$ cat src/rtl/uart_pkg.sv
// Shared definitions for the sensor-response UART path: FSM encoding,
// frame geometry and the response codes carried in the command byte.
package uart_pkg;

  localparam logic [1:0] ENC_IDLE  = 2'd0;
  localparam logic [1:0] ENC_START = 2'd1;
  localparam logic [1:0] ENC_DATA  = 2'd2;
  localparam logic [1:0] ENC_STOP  = 2'd3;

  typedef enum logic [1:0] {
    ST_IDLE  = ENC_IDLE,
    ST_START = ENC_START,
    ST_DATA  = ENC_DATA,
    ST_STOP  = ENC_STOP
  } tx_state_t;

  localparam int DATA_BITS       = 8;
  localparam int BYTES_PER_FRAME = 2;

  localparam logic [7:0] RESP_OK             = 8'h07;
  localparam logic [7:0] RESP_SENSOR_FAULT   = 8'h1F;
  localparam logic [7:0] RESP_ERROR          = 8'h45;
  localparam logic [7:0] RESP_TEMP_SINGLE    = 8'h09;
  localparam logic [7:0] RESP_HUM_SINGLE     = 8'h08;
  localparam logic [7:0] RESP_TEMP_CONT      = 8'h0D;
  localparam logic [7:0] RESP_HUM_CONT       = 8'h0E;
  localparam logic [7:0] RESP_TEMP_CONT_STOP = 8'h0A;
  localparam logic [7:0] RESP_HUM_CONT_STOP  = 8'h0B;
  localparam logic [7:0] RESP_INVALID_A      = 8'hAA;
  localparam logic [7:0] RESP_INVALID_B      = 8'hFF;

endpackage

$ cat src/rtl/uart_tx_byte.sv
// Single-byte 8N1 serialiser. A start presented during the last stop-bit
// cycle chains the next byte with no idle gap on the line.
module uart_tx_byte
  import uart_pkg::*;
#(
  parameter int CLKS_PER_BIT = 5208
) (
  input  logic       clock,
  input  logic       reset,
  input  logic       start,
  input  logic [7:0] data,
  output logic       tx,
  output logic       busy,
  output logic       done
);

  localparam int CNT_W = $clog2(CLKS_PER_BIT);
  localparam logic [CNT_W-1:0] CNT_LAST = CNT_W'(CLKS_PER_BIT - 1);
  localparam logic [CNT_W-1:0] CNT_PENULT = CNT_W'(CLKS_PER_BIT - 2);
  localparam logic [2:0] BIT_LAST = 3'(DATA_BITS - 1);

  tx_state_t        state;
  logic [CNT_W-1:0] cnt;
  logic [2:0]       bit_idx;
  logic [7:0]       shreg;

  assign busy = (state != ST_IDLE);

  always_ff @(posedge clock) begin
    if (reset) begin
      state   <= ST_IDLE;
      cnt     <= '0;
      bit_idx <= '0;
      tx      <= 1'b1;
      done    <= 1'b0;
    end else begin
      // done is raised one cycle early so it covers the final stop-bit cycle
      done <= (state == ST_STOP) && (cnt == CNT_PENULT);
      case (state)
        ST_IDLE: begin
          cnt <= '0;
          if (start) begin
            state <= ST_START;
            tx    <= 1'b0;
            shreg <= data;
          end
        end
        ST_START: begin
          if (cnt == CNT_LAST) begin
            state   <= ST_DATA;
            cnt     <= '0;
            bit_idx <= '0;
            tx      <= shreg[0];
          end else begin
            cnt <= cnt + 1'b1;
          end
        end
        ST_DATA: begin
          if (cnt == CNT_LAST) begin
            cnt <= '0;
            if (bit_idx == BIT_LAST) begin
              state <= ST_STOP;
              tx    <= 1'b1;
            end else begin
              bit_idx <= bit_idx + 1'b1;
              shreg   <= {1'b0, shreg[7:1]};
              tx      <= shreg[1];
            end
          end else begin
            cnt <= cnt + 1'b1;
          end
        end
        ST_STOP: begin
          if (cnt == CNT_LAST) begin
            cnt <= '0;
            if (start) begin
              state <= ST_START;
              tx    <= 1'b0;
              shreg <= data;
            end else begin
              state <= ST_IDLE;
            end
          end else begin
            cnt <= cnt + 1'b1;
          end
        end
        default: begin
          state <= ST_IDLE;
          cnt   <= '0;
          tx    <= 1'b1;
        end
      endcase
    end
  end

endmodule

$ cat src/rtl/envio_resposta_uart.sv
// Sends the sensor stage's command/value pair as two back-to-back 8N1 bytes,
// with rising-edge request detection and a one-deep pending buffer.
module envio_resposta_uart
  import uart_pkg::*;
#(
  parameter int CLK_FREQ     = 50000000,
  parameter int BAUD         = 9600,
  parameter int CLKS_PER_BIT = CLK_FREQ / BAUD
) (
  input  logic       clock,
  input  logic       reset,
  input  logic       dados_validos,
  input  logic [7:0] response_command,
  input  logic [7:0] response_value,
  output logic       tx,
  output logic       busy,
  output logic       done,
  output logic       overrun
);

  if (CLKS_PER_BIT < 2) begin : g_cpb_check
    $error("envio_resposta_uart: CLKS_PER_BIT must be at least 2");
  end

  logic       dv_prev;
  logic       request;
  logic       pend_full;
  logic [7:0] pend_cmd;
  logic [7:0] pend_val;
  logic [7:0] val_hold;
  logic       byte_sel;

  logic       byte_start;
  logic [7:0] byte_data;
  logic       byte_busy;
  logic       byte_done;
  logic       byte_tx;

  logic       take_req;
  logic       take_pend;
  logic       next_byte;
  logic       frame_end;
  logic       queue_req;
  logic       drop_req;

  assign request   = dados_validos & ~dv_prev;
  assign frame_end = byte_done & byte_sel;
  // In the final stop cycle a fresh request is launched directly instead of
  // passing through the pending slot; the line timing is identical.
  assign queue_req = request & byte_busy & ~pend_full & ~frame_end;
  assign drop_req  = request & byte_busy & pend_full;

  always_comb begin
    byte_start = 1'b0;
    byte_data  = response_command;
    take_req   = 1'b0;
    take_pend  = 1'b0;
    next_byte  = 1'b0;
    if (!byte_busy) begin
      if (request) begin
        byte_start = 1'b1;
        take_req   = 1'b1;
      end else if (pend_full) begin
        byte_start = 1'b1;
        byte_data  = pend_cmd;
        take_pend  = 1'b1;
      end
    end else if (byte_done) begin
      if (!byte_sel) begin
        byte_start = 1'b1;
        byte_data  = val_hold;
        next_byte  = 1'b1;
      end else if (pend_full) begin
        byte_start = 1'b1;
        byte_data  = pend_cmd;
        take_pend  = 1'b1;
      end else if (request) begin
        byte_start = 1'b1;
        take_req   = 1'b1;
      end
    end
  end

  always_ff @(posedge clock) begin
    if (reset) begin
      dv_prev   <= 1'b0;
      pend_full <= 1'b0;
      byte_sel  <= 1'b0;
      overrun   <= 1'b0;
    end else begin
      dv_prev <= dados_validos;
      overrun <= drop_req;
      if (take_req || take_pend) begin
        byte_sel <= 1'b0;
      end else if (next_byte) begin
        byte_sel <= 1'b1;
      end
      if (take_pend) begin
        pend_full <= 1'b0;
      end else if (queue_req) begin
        pend_full <= 1'b1;
      end
    end
  end

  always_ff @(posedge clock) begin
    if (take_req) begin
      val_hold <= response_value;
    end else if (take_pend) begin
      val_hold <= pend_val;
    end
    if (queue_req) begin
      pend_cmd <= response_command;
      pend_val <= response_value;
    end
  end

  uart_tx_byte #(
    .CLKS_PER_BIT(CLKS_PER_BIT)
  ) u_tx_byte (
    .clock (clock),
    .reset (reset),
    .start (byte_start),
    .data  (byte_data),
    .tx    (byte_tx),
    .busy  (byte_busy),
    .done  (byte_done)
  );

  assign tx   = byte_tx;
  assign busy = byte_busy;
  assign done = frame_end;

endmodule

$ cat config.mk
export PLATFORM = sky130hd
export DESIGN_NAME = envio_resposta_uart
export DESIGN_NICKNAME = d
export VERILOG_FILES = /design/src/rtl/uart_pkg.sv /design/src/rtl/uart_tx_byte.sv /design/src/rtl/envio_resposta_uart.sv
export SDC_FILE = /design/constraint.sdc
export NUM_CORES = 1
export LEC_CHECK = 0
export BUFFER_PORTS_ARGS = -buffer_cell sky130_fd_sc_hd__buf_2
export CORE_UTILIZATION = 40
export CTS_CLUSTER_SIZE = 40
export DETAILED_ROUTE_END_ITERATION = 10
export GPL_ROUTABILITY_DRIVEN = 0
export GPL_TIMING_DRIVEN = 0
export PLACE_DENSITY_LB_ADDON = 0.3
export SLEW_MARGIN = 20
export SYNTH_ARGS = -nofsm -noshare
export SYNTH_HDL_FRONTEND = slang
export SYNTH_SLANG_ARGS = --single-unit
$ cat constraint.sdc
create_clock -name clock -period 3.25 [get_ports clock]
set_clock_uncertainty 0.05 [all_clocks]
set_input_delay 0.325 -clock clock [delete_from_list [all_inputs] [get_ports clock]]
set_output_delay 0.325 -clock clock [all_outputs]
set_load 0.05 [all_outputs]
# Yosys cells after proc, flatten, opt, wreduce, memory -nomap -nowiden
# Index checks and enable logic that the tools add are counted.
# totals
elab_cells,100
output_inout_bits,4
regBits,56
inputBits,19
# op_classes
n_bitwise,10
eq_ne,12
n_reduce_logical,14
n_addsub,2
mux,49
# op_table
cell,count
2-to-1 mux 8 bit,11
== test 13 bit (second input constant),2
case mux 13 bit (2 select lines),1
2-to-1 mux 1 bit,24
case mux 8 bit (3 select lines),1
adder 13 x 1 -> 13 bit (second input constant),1
2-to-1 mux 13 bit,1
2-to-1 mux 2 bit,5
AND reduction 5 bit,2
2-to-1 mux 3 bit,3
case mux 2 bit (4 select lines),1
bitwise AND 1 bit,6
!= test 2 x 1 -> 1 bit (second input constant),3
!= test 2 bit (second input constant),3
case mux 3 bit (2 select lines),1
nonzero test 2 bit,3
== test 2 bit (second input constant),2
inverter 1 bit,4
case mux 1 bit (4 select lines),1
AND reduction 4 bit,1
OR reduction 2 bit,2
adder 3 x 1 -> 3 bit (second input constant),1
== test 3 bit (second input constant),1
AND reduction 3 bit,1
6 further kinds,6

# Longest topological paths before layout
# Gate-level depths: netlist of run 1.
# logic_depth
depth_word,10
mapped_depth,7

# By module
# From an unflattened synthesis of run 1, not the netlist that was laid out.
# hier_totals
cells_unflattened,261
area_unflattened_um2,2857.7
# modules_own_cells
module,cells_per_inst,area_each_um2,instances
uart_tx_byte,166,1532.7,1
envio_resposta_uart,95,1325.0,1

# Least setup slack after synthesis of run 1
# No wires, ideal clock.
# synth_path
path_type,register to register
start,register u_tx_byte.state[0]
end,register pend_cmd[0] (enable)
t_required_ps,2770
path_buffers,1
setup_slack_ps,271
path_stages_with_launch,5
period_less_slack_ps,2979
t_arrival_ps,2499
cell_sequence,dfxtp_1 inv_1 ha_1 buf_2 nor4_1
# synth_via
elab_chain_len,4
# synth_rtl
item,line,text
start: declaration,uart_tx_byte.sv:22,tx_state_t state;
start signal: assignment,uart_tx_byte.sv:31,state <= ST_IDLE;
start signal: assignment,uart_tx_byte.sv:43,state <= ST_START;
start signal: assignment,uart_tx_byte.sv:50,state <= ST_DATA;
nonzero test 2 bit,uart_tx_byte.sv:27,assign busy = (state != ST_IDLE);
bitwise AND 1 bit (3 in series),envio_resposta_uart.sv:50,assign queue_req = request & byte_busy & ~pend_full & ~frame_end;
named net queue_req,envio_resposta_uart.sv:43,logic queue_req;
end signal: assignment,envio_resposta_uart.sv:113,pend_cmd <= response_command;
end: declaration,envio_resposta_uart.sv:28,logic [7:0] pend_cmd;
# The timed path passes the listed nets, and every way through them passes these cells.
# A chain may end at the register's enable or synchronous reset.

# Worst setup path after layout of run 1
# layout_path
start,register pend_full
end,register val_hold[7] (enable)
# layout_via
elab_chain_len,5
word_cells_on_any_way,10
classes_between,mux (9); reduce/logical (1)
# layout_rtl
item,line,text
start: declaration,envio_resposta_uart.sv:27,logic pend_full;
start signal: assignment,envio_resposta_uart.sv:87,pend_full <= 1'b0;
start signal: assignment,envio_resposta_uart.sv:99,pend_full <= 1'b0;
start signal: assignment,envio_resposta_uart.sv:101,pend_full <= 1'b1;
2-to-1 mux 1 bit (on tied branches),"envio_resposta_uart.sv:73, envio_resposta_uart.sv:63",
2-to-1 mux 1 bit,envio_resposta_uart.sv:69,if (!byte_sel) begin
2-to-1 mux 1 bit,envio_resposta_uart.sv:68,end else if (byte_done) begin
2-to-1 mux 1 bit,envio_resposta_uart.sv:59,if (!byte_busy) begin
nonzero test 2 bit (no line) *,-,
end signal: assignment,envio_resposta_uart.sv:108,val_hold <= response_value;
end signal: assignment,envio_resposta_uart.sv:110,val_hold <= pend_val;
end: declaration,envio_resposta_uart.sv:30,logic [7:0] val_hold;
# Every way passes the cells marked *; elsewhere a longest branch is shown, timed or not.

==> results of run 1 <==
[flip-flops by register name (all words and copies together) (netlist names)]
| signal | count |
|---|---|
| u_tx_byte.done | 1 |
| pend_full | 1 |
| u_tx_byte.shreg | 8 |
| val_hold | 8 |
| overrun | 1 |
| byte_sel | 1 |
| pend_val | 8 |
| u_tx_byte.bit_idx | 3 |
| u_tx_byte.cnt | 13 |
| pend_cmd | 8 |
| dv_prev | 1 |
| u_tx_byte.state | 2 |
| u_tx_byte.tx | 1 |
[worst register-to-register path: stages, from the launching register on]
cell,delay (ps)
dfxtp_1,460
buf_2,280
clkbuf_1,460
nor2_1,120
a21oi_1,630
[report_power, final]
part	leakage [nW]	total (mW)	switching, mW	internal, mW
logic	0.533	0.870	0.555	0.315
clock network	0.0452	0.396	0.239	0.158
registers	0.492	0.999	0.0545	0.945
total	1.07	2.27	0.848	1.42
[layout by cell type, fill, tap and decap left out, types with 5 or more instances in the layout]
cell / synthesis / layout
edfxtp_1: 32 / 32
buf_2: 3 / 27
nor2_1: 25 / 25
dfxtp_1: 24 / 24
nand2_1: 23 / 23
o21ai_0: 15 / 15
inv_1: 9 / 9
nor2b_1: 9 / 9
nor3_1: 9 / 9
nand2b_1: 8 / 8
a211oi_1: 8 / 8
mux2_2: 8 / 8
ha_1: 8 / 8
clkbuf_1: 7 / 7
o41ai_1: 7 / 7
a21oi_1: 7 / 7
xnor2_1: 7 / 7
clkbuf_8: 0 / 5
[layer usage]
layer | part of all wire | vias up
met5 | 0 | -
met4 | 0.015 | 0
met3 | 0.041 | 6
met2 | 0.44 | 49
met1 | 0.51 | 943
li1 | - | 1004
[cell families (layout without fill, tap and decap cells)]
kind of cell,count (synthesis),after routing
and+or+nand+nor,97,97
DFF,56,56
AOI/OAI and AO/OA,53,53
buffers and inverters,21,54
xor gates and xnor gates,11,11
muxes,11,11
adders and majority gates,8,8
[synth_stat cells (all sizes together), types with 2 or more instances]
master / number / area share
a211oi: 8 / 0.022
nor3: 10 / 0.022
nand4: 4 / 0.0092
o21ai: 17 / 0.034
o32ai: 2 / 0.0092
xnor2: 7 / 0.022
clkbuf: 8 / 0.011
o22ai: 2 / 0.0046
xor2: 4 / 0.013
buf: 4 / 0.0096
edfxtp: 32 / 0.35
ha: 8 / 0.037
o2bb2ai: 2 / 0.0064
dfxtp: 24 / 0.18
nand2: 23 / 0.032
mux2: 8 / 0.033
nor3b: 2 / 0.0055
a21oi: 7 / 0.013
nor2b: 9 / 0.021
nor4: 2 / 0.0046
nor2: 25 / 0.034
nand2b: 8 / 0.018
mux2i: 3 / 0.011
o21a: 2 / 0.0055
o41ai: 7 / 0.022
inv: 9 / 0.012
nand3: 4 / 0.0073
[path summary, 6_finish.rpt]
path                                            from                   end  slack, ps  cells after the start
worst max-delay path                       pend_full           val_hold[7]        880                      4
worst min register to register  u_tx_byte.bit_idx[1]  u_tx_byte.bit_idx[1]        440                      2
worst min-delay path               response_value[3]           pend_val[3]        140                      1
worst max register to register             pend_full           val_hold[7]        880                      4
[metrics by stage]
| step | std cells | TNS (ps) |
|---|---|---|
| 6_report | 367 | 0 |
| 5_1_grt | 367 | 0 |
| 4_1_cts | 367 | 0 |
| 3_5_place_dp | 359 | 0 |
| 3_3_place_gp | 356 | -10370 |
| 2_1_floorplan | 257 | 0 |
[final cells by class]
cell class                 instances  area, sq um  share of cell area
sequential                        56         1440               0.472
multi-input combinational        180         1200               0.394
timing repair buffer              25          128              0.0418
clock buffer                       5         68.8              0.0225
inverter                           9         33.8              0.0111
buffer                            12         57.6              0.0188
tap                               77         96.3              0.0315
clock inverter                     3         25.0             0.00819
==> run_results.csv, run 1 <==
group,metric,value,unit
outcome,status,"completed",
placed_design,dp_slack,928,ps
timing,fin_crit_sh,0.728,
synth,netlist_area,2730,sq um
synth,muxShareOfSynthArea,0.0440,
setup_path,critPathTopFamily,"buffers and inverters",
finish,area_growth,11.9,%
global_routing,antenna_found_initial,0,
drt,first_pass_iters,5,
pwr,peakVddDrop,0.280,mV
timing,fin_crit,2370,ps
clock_tree,cts_buffer_depth,2,
synth,yosys_most_used_dff,"edfxtp_1",
clock_tree,cts-resized-gates,0,
global_routing,grt_max_degree,20,
flow_run,drv_cap,0,
finish,final_util,0.473,
pwr,power_density,741,nW/um^2
setup_path,crit_chain,"buf_2 -> clkbuf_1 -> nor2_1 -> a21oi_1",
timing,finalHoldViolCount,0,
finish,nNetsFinal,316,
placed_design,io_buffers,22,
clock_tree,clk_latency,320,ps
synth,synth.distinct_cells,48,
floorplanning,core_region_area,6460,sq um
timing,hold_ws,136,ps
synth,synth_compound_area_frac,0.138,
finish,drive_gt1_frac,0.193,
timing,worst_pin_slew,774,ps
synth,synth_top_family_by_area,"simple AND/OR/NAND/NOR gates",
timing,relSlewSlack,0.484,
drt,drc,0,
finish,design_area,3060,sq um
synth,syn_inst,257,
clock_tree,cts_setup_buffers,0,
setup_path,critPathMaxStageDelay,630,ps
global_routing,globalRouteMet1Util,0.225,
drt,wire_per_inst,14.5,um
floorplanning,io_pins,23,
clock_tree,cts_tree,"yes",
setup_path,critical_path_class,"reg -> reg",
synth,synth_nets,284,
global_routing,use_met2,0.238,
global_routing,grt_pass1_vias,1893,
finish,n_antenna_cell,0,
synth,synth_edf_count,32,
global_routing,grt_pass1_wl,9.07,mm
placed_design,place_area,2960,sq um
clock_tree,cts_max_level,2,
clock_tree,ctsHoldBuffers,0,
clock_tree,clk_pin_slew,110,ps
pwr,power,2.27,mW
global_routing,grt_util_met3,0.0364,
global_routing,grtUsageTotal,0.160,
floorplanning,placementRows,29,
global_routing,overflow,0,
synth,synthAdderAreaFrac,0.0366,
floorplanning,die_x,84.6,um
synth,yosysWarnings,0,
clock_tree,cts-root-buf,"clkbuf_8",
synth,ys_seq_area_frac,0.528,
setup_path,crit_path_end_kind,"flip-flop",
drt,num_vias,2002,
floorplanning,die_area,7160,sq um
floorplanning,die_h,84.6,um
timing,fmax,423,MHz
drt,routed_wl,5.30,mm
synth,synth.avg_cell_area,10.6,sq um
finish,fillers,644,
clock_tree,clkSinkCount,56,
setup_path,crit_fanout,10,
timing,rsz0062_at_grt,"false",
synth,synthArstFlopShare,0,
setup_path,crit_arrival,2260,ps
pwr,leakage,1.07,nW
drt,vias_per_cell,5.46,
synth,yosys.area_share.xor_xnor,0.0353,
drt,drt-initial-drc-count,127,
timing,setup_ws,884,ps
setup_path,required,3150,ps
worst_hold_path,hold_class,"in -> reg",
floorplanning,start_util,0.423,
setup_path,crit_buf_inv,2,
setup_path,cp_slowest_cell,"a21oi_1",
synth,yosys.area_share.simple,0.185,
drt,antenna_left,0,
placed_design,dp_hpwl,3.85,mm
synth,ys_ff_latch,56,
clock_tree,cts-buffers-inserted,5,
setup_path,start_kind,"flip-flop",
timing,slew_viol_final,0,
timing,finalSetupViolCount,0,
global_routing,grt_busiest_layer,"met2",
No activity file was read; power rests on OpenSTA's default activity.
==> inputs of run 2 (changes only) <==
Clock period 3.25 ns to 2.15 ns, I/O delays scaled along.
==> run 2 against run 1 <==
Compared with the run above: count of clock-buffer cells in the layout unchanged; via count up 0.40%; clock power is 52% higher; fmax up 16%; wire length up 3.1%; cell area grew 1.1%; non-clock buffer count stayed put; critical path type unchanged; utilization rose by 0.50 points; cell count did not move; sequential share of layout area decreased by 0.50 points.
==> run_results.csv, run 2 (synthesis results as in run 1) <==
group,metric,value,unit
clock_tree,cts_max_level,2,
placed_design,dp_hpwl,3.96,mm
outcome,status,"completed",
floorplanning,placementRows,29,
global_routing,grt_max_degree,20,
setup_path,crit-reg2reg-launch,"u_tx_byte.state[0]",
drt,wire_per_inst,14.9,um
clock_tree,cts-root-buf,"clkbuf_8",
setup_path,crit_arrival,2050,ps
timing,fmax,492,MHz
setup_path,required,2170,ps
clock_tree,clkSinkCount,56,
floorplanning,die_area,7160,sq um
global_routing,antenna_found_initial,0,
floorplanning,start_util,0.423,
clock_tree,cts_tree,"yes",
finish,area_growth,13.1,%
flow_run,drv_cap,0,
timing,finalSetupViolCount,0,
floorplanning,core_region_area,6460,sq um
clock_tree,cts-buffers-inserted,5,
drt,vias_per_cell,5.48,
finish,final_cell_mix,"edfxtp_1 (32), nor2_1 (25), buf_2 (24), dfxtp_1 (24), nand2_1 (23)",
clock_tree,ctsHoldBuffers,0,
finish,drive_gt1_frac,0.210,
worst_hold_path,min_from,"response_value[0]",
timing,slew_viol_final,0,
setup_path,startpoint,"u_tx_byte.state[0]",
pwr,leakage,1.08,nW
setup_path,crit_path_end_kind,"flip-flop",
pwr,power_density,1130,nW/um^2
global_routing,overflow,0,
setup_path,start_kind,"flip-flop",
timing,fin_setup_tns,0,ps
global_routing,grt_pass1_wl,9.36,mm
finish,nNetsFinal,316,
drt,num_vias,2010,
timing,hold_ws,38.2,ps
placed_design,io_buffers,22,
worst_hold_path,hold_class,"in -> reg",
finish,n_antenna_cell,0,
setup_path,critical_path_class,"reg -> reg",
global_routing,grtUsageTotal,0.164,
floorplanning,io_pins,23,
floorplanning,die_h,84.6,um
timing,fin_crit_sh,0.945,
timing,relSlewSlack,0.494,
drt,antenna_left,0,
finish,largest_reg_flops,13,
clock_tree,clk_pin_slew,110,ps
finish,regMostFlops,"u_tx_byte.cnt",
finish,multi_input_area,1230,sq um
timing,fin_crit,2030,ps
floorplanning,die_x,84.6,um
pwr,peakVddDrop,0.734,mV
global_routing,grt_pass1_vias,1921,
finish,fillers,613,
drt,drc,0,
timing,finalHoldViolCount,0,
setup_path,crit_fanout,10,
timing,rsz0062_at_grt,"false",
finish,regArea,1440,sq um
drt,routed_wl,5.47,mm
finish,layout_commonest_cell,"edfxtp_1",
clock_tree,cts_buffer_depth,2,
clock_tree,clk_latency,310,ps
timing,worst_pin_slew,754,ps
drt,first_pass_iters,5,
drt,drt-initial-drc-count,125,
[run 2: critical path, cell delays in order (launching register included)]
cell	delay, ps
dfxtp_1	400
inv_1	100
ha_1	250
buf_4	200
o21ai_2	390
mux2_2	400
[run 2: per-stage QoR]
stage	utilization	worst slack [ps]	total power [mW]	area, sq um	instances
after detailed placement	0.457	-236	2.85	2950	356
after global placement	0.457	-211	2.82	2950	356
after global routing	0.478	12.5	3.70	3090	367
after floorplan	-	32.0	2.52	2750	257
final	0.478	117	3.48	3090	367
after CTS	0.476	18.4	3.48	3070	367
[run 2: path summary, 6_finish.rpt]
| check | to | slack, ps | depth (start not counted) |
|---|---|---|---|
| worst max-delay path | val_hold[4] | 120 | 5 |
| worst min-delay path | pend_val[0] | 40 | 1 |
| worst max register to register | val_hold[4] | 120 | 5 |
| worst min register to register | u_tx_byte.bit_idx[2] | 440 | 2 |
[run 2: layout make-up]
class,count,share of cell area
buffer,12,0.0207
sequential,56,0.467
timing repair buffer,25,0.0429
clock inverter,3,0.00810
tap,77,0.0312
multi-input combinational,180,0.397
clock buffer,5,0.0223
inverter,9,0.0109
[run 2: where the power goes]
part	leakage, nW	switching [mW]	internal (mW)	total, mW
registers	0.492	0.0838	1.43	1.51
clock network	0.0452	0.361	0.238	0.600
logic	0.547	0.860	0.514	1.37
[run 2: what timing repair did]
| item | 4_1_cts | 5_1_grt |
|---|---|---|
| gates resized for setup | 2 | 8 |
| endpoints found under the setup margin | 31 | 29 |
| gates cloned | 0 | 0 |
| buffers inserted | 3 | 0 |
| pin swaps | 2 | 0 |
[run 2: routing by layer]
metal  GRT usage  vias to the layer above  wire (um)
li1            -                     1007          -
met5           0                        -          0
met2       0.252                       30       2530
met1       0.242                      969       2770
met3      0.0305                        4        126
met4      0.0370                        0         39
==> inputs of run 3 (changes only) <==
Settings changed: CORE_MARGIN set to 1, CTS_BUF_LIST set to sky130_fd_sc_hd__clkbuf_8.
Clock period 2.15 ns to 2.3 ns, I/O delays scaled along.
==> run 3 against run 2 <==
Compared with the run above: cell area is 0.16% lower; non-clock buffer count is 1 higher; highest routed layer unchanged; power is 7.0% lower; first-iteration DRC count is 15% lower; largest power group unchanged; utilization is 0.078 points lower; critical endpoint is now busy; largest cell class unchanged; sequential share of layout area is 0.076 points higher.
==> run_results.csv, run 3 (synthesis results as in run 1) <==
group,metric,value,unit
setup_path,crit-reg2reg-launch,"u_tx_byte.state[0]",
timing,fin_crit_sh,0.940,
outcome,status,"completed",
timing,fin_crit,2160,ps
finish,area_growth,12.9,%
drt,first_pass_iters,4,
global_routing,grt_pass1_wl,9.32,mm
flow_run,drv_cap,0,
clock_tree,cts-buffers-inserted,5,
setup_path,crit_arrival,1880,ps
clock_tree,cts_max_level,2,
clock_tree,cts_tree,"yes",
pwr,swShare,0.376,
clock_tree,clk_pin_slew,110,ps
drt,wire_per_inst,15.0,um
pwr,seqPwrFrac,0.436,
global_routing,antenna_found_initial,0,
drt,num_vias,2022,
floorplanning,die_area,7160,sq um
pwr,clkPwrFrac,0.173,
pwr,p_sw,1.22,mW
setup_path,crit_path_end_kind,"output pin",
floorplanning,die_h,84.6,um
floorplanning,io_pins,23,
clock_tree,cts_buffer_depth,2,
floorplanning,start_util,0.423,
drt,drc,0,
global_routing,grt_pass1_vias,1913,
finish,largest_reg_flops,13,
finish,nNetsFinal,317,
finish,final_cell_mix,"edfxtp_1 (32), buf_2 (25), nor2_1 (25)",
floorplanning,die_x,84.6,um
worst_hold_path,hold_class,"in -> reg",
timing,finalHoldViolCount,0,
timing,rsz0062_at_grt,"false",
global_routing,overflow,0,
timing,relSlewSlack,0.453,
timing,worst_pin_slew,815,ps
pwr,power,3.24,mW
clock_tree,cts-root-buf,"clkbuf_8",
global_routing,grtUsageTotal,0.164,
setup_path,start_kind,"flip-flop",
clock_tree,clk_latency,310,ps
timing,finalSetupViolCount,0,
setup_path,critical_path_class,"reg -> out",
pwr,internal-power,2.02,mW
finish,layout_commonest_cell,"edfxtp_1",
global_routing,grt_max_degree,20,
finish,drive_gt1_frac,0.206,
finish,regMostFlops,"u_tx_byte.cnt",
drt,antenna_left,0,
timing,slew_viol_final,0,
placed_design,dp_hpwl,3.96,mm
finish,design_area,3080,sq um
drt,vias_per_cell,5.49,
drt,drt-initial-drc-count,106,
finish,n_antenna_cell,0,
pwr,power_density,1050,nW/um^2
placed_design,io_buffers,22,
clock_tree,ctsHoldBuffers,0,
pwr,combPwrFrac,0.391,
timing,fmax,463,MHz
finish,fillers,617,
pwr,peakVddDrop,0.674,mV
timing,fin_setup_tns,0,ps
worst_hold_path,min_from,"response_value[0]",
clock_tree,clkSinkCount,56,
placed_design,place_area,2950,sq um
floorplanning,placementRows,29,
setup_path,required,2020,ps
setup_path,crit_fanout,10,
setup_path,startpoint,"u_tx_byte.state[0]",
drt,routed_wl,5.52,mm
floorplanning,core_region_area,6460,sq um
pwr,leakage,1.08,nW
[run 3: worst max-delay path: stages, from the launching register on]
cell,delay (ps)
dfxtp_1,390
inv_1,100
ha_1,250
inv_1,100
clkbuf_1,380
buf_2,350
[run 3: path summary, 6_finish.rpt]
check                           cells past startpoint              endpoint  slack (ps)
worst max-delay path                                5                  busy         140
worst min-delay path                                1           pend_val[0]          50
worst max register to register                      7    u_tx_byte.shreg[6]         200
worst min register to register                      2  u_tx_byte.bit_idx[1]         440
[run 3: cell type report]
cell class	count	area, sq um	area share
Multi-Input combinational cell	180	1220	0.395
Sequential cell	56	1440	0.468
Clock buffer	5	68.8	0.0223
Tap cell	77	96.3	0.0312
Buffer	12	58.8	0.0191
Inverter	9	33.8	0.0110
Timing Repair Buffer	26	140	0.0455
Clock inverter	3	25.0	0.00812
[run 3: stage by stage]
| stage | hold slack, ps | std cells | utilization | setup slack (ps) |
|---|---|---|---|---|
| 4_1_cts | 40.6 | 366 | 0.475 | 2.76 |
| 3_3_place_gp | 373 | 356 | 0.457 | -60.6 |
| 5_1_grt | 36.8 | 368 | 0.477 | 42.6 |
| 2_1_floorplan | 279 | 257 | - | 182 |
| 3_5_place_dp | 375 | 356 | 0.457 | -86.4 |
| 6_report | 54.0 | 368 | 0.477 | 139 |
[run 3: power by group through the flow]
stage / registers [mW] / clock network [mW] / logic [mW]
2_1_floorplan: 1.44 / 0 / 0.913
3_3_place_gp: 1.43 / 0 / 1.20
3_5_place_dp: 1.44 / 0 / 1.22
4_1_cts: 1.41 / 0.582 / 1.25
5_1_grt: 1.44 / 0.610 / 1.40
6_report: 1.41 / 0.560 / 1.27
[run 3: what timing repair did]
action / in CTS / in global routing
buffers inserted: 2 / 2
pin swaps: 2 / 1
endpoints found under the hold margin: 0 / 0
gates resized for setup: 1 / 3
endpoints found under the setup margin: 25 / 22
[run 3: per-layer routing]
layer  part of all wire  wire length [um]  GRT usage
met1               0.51              2800      0.241
met2               0.46              2560      0.252
met3              0.023               128     0.0305
met4             0.0054                30     0.0370
met5                  0                 0          0
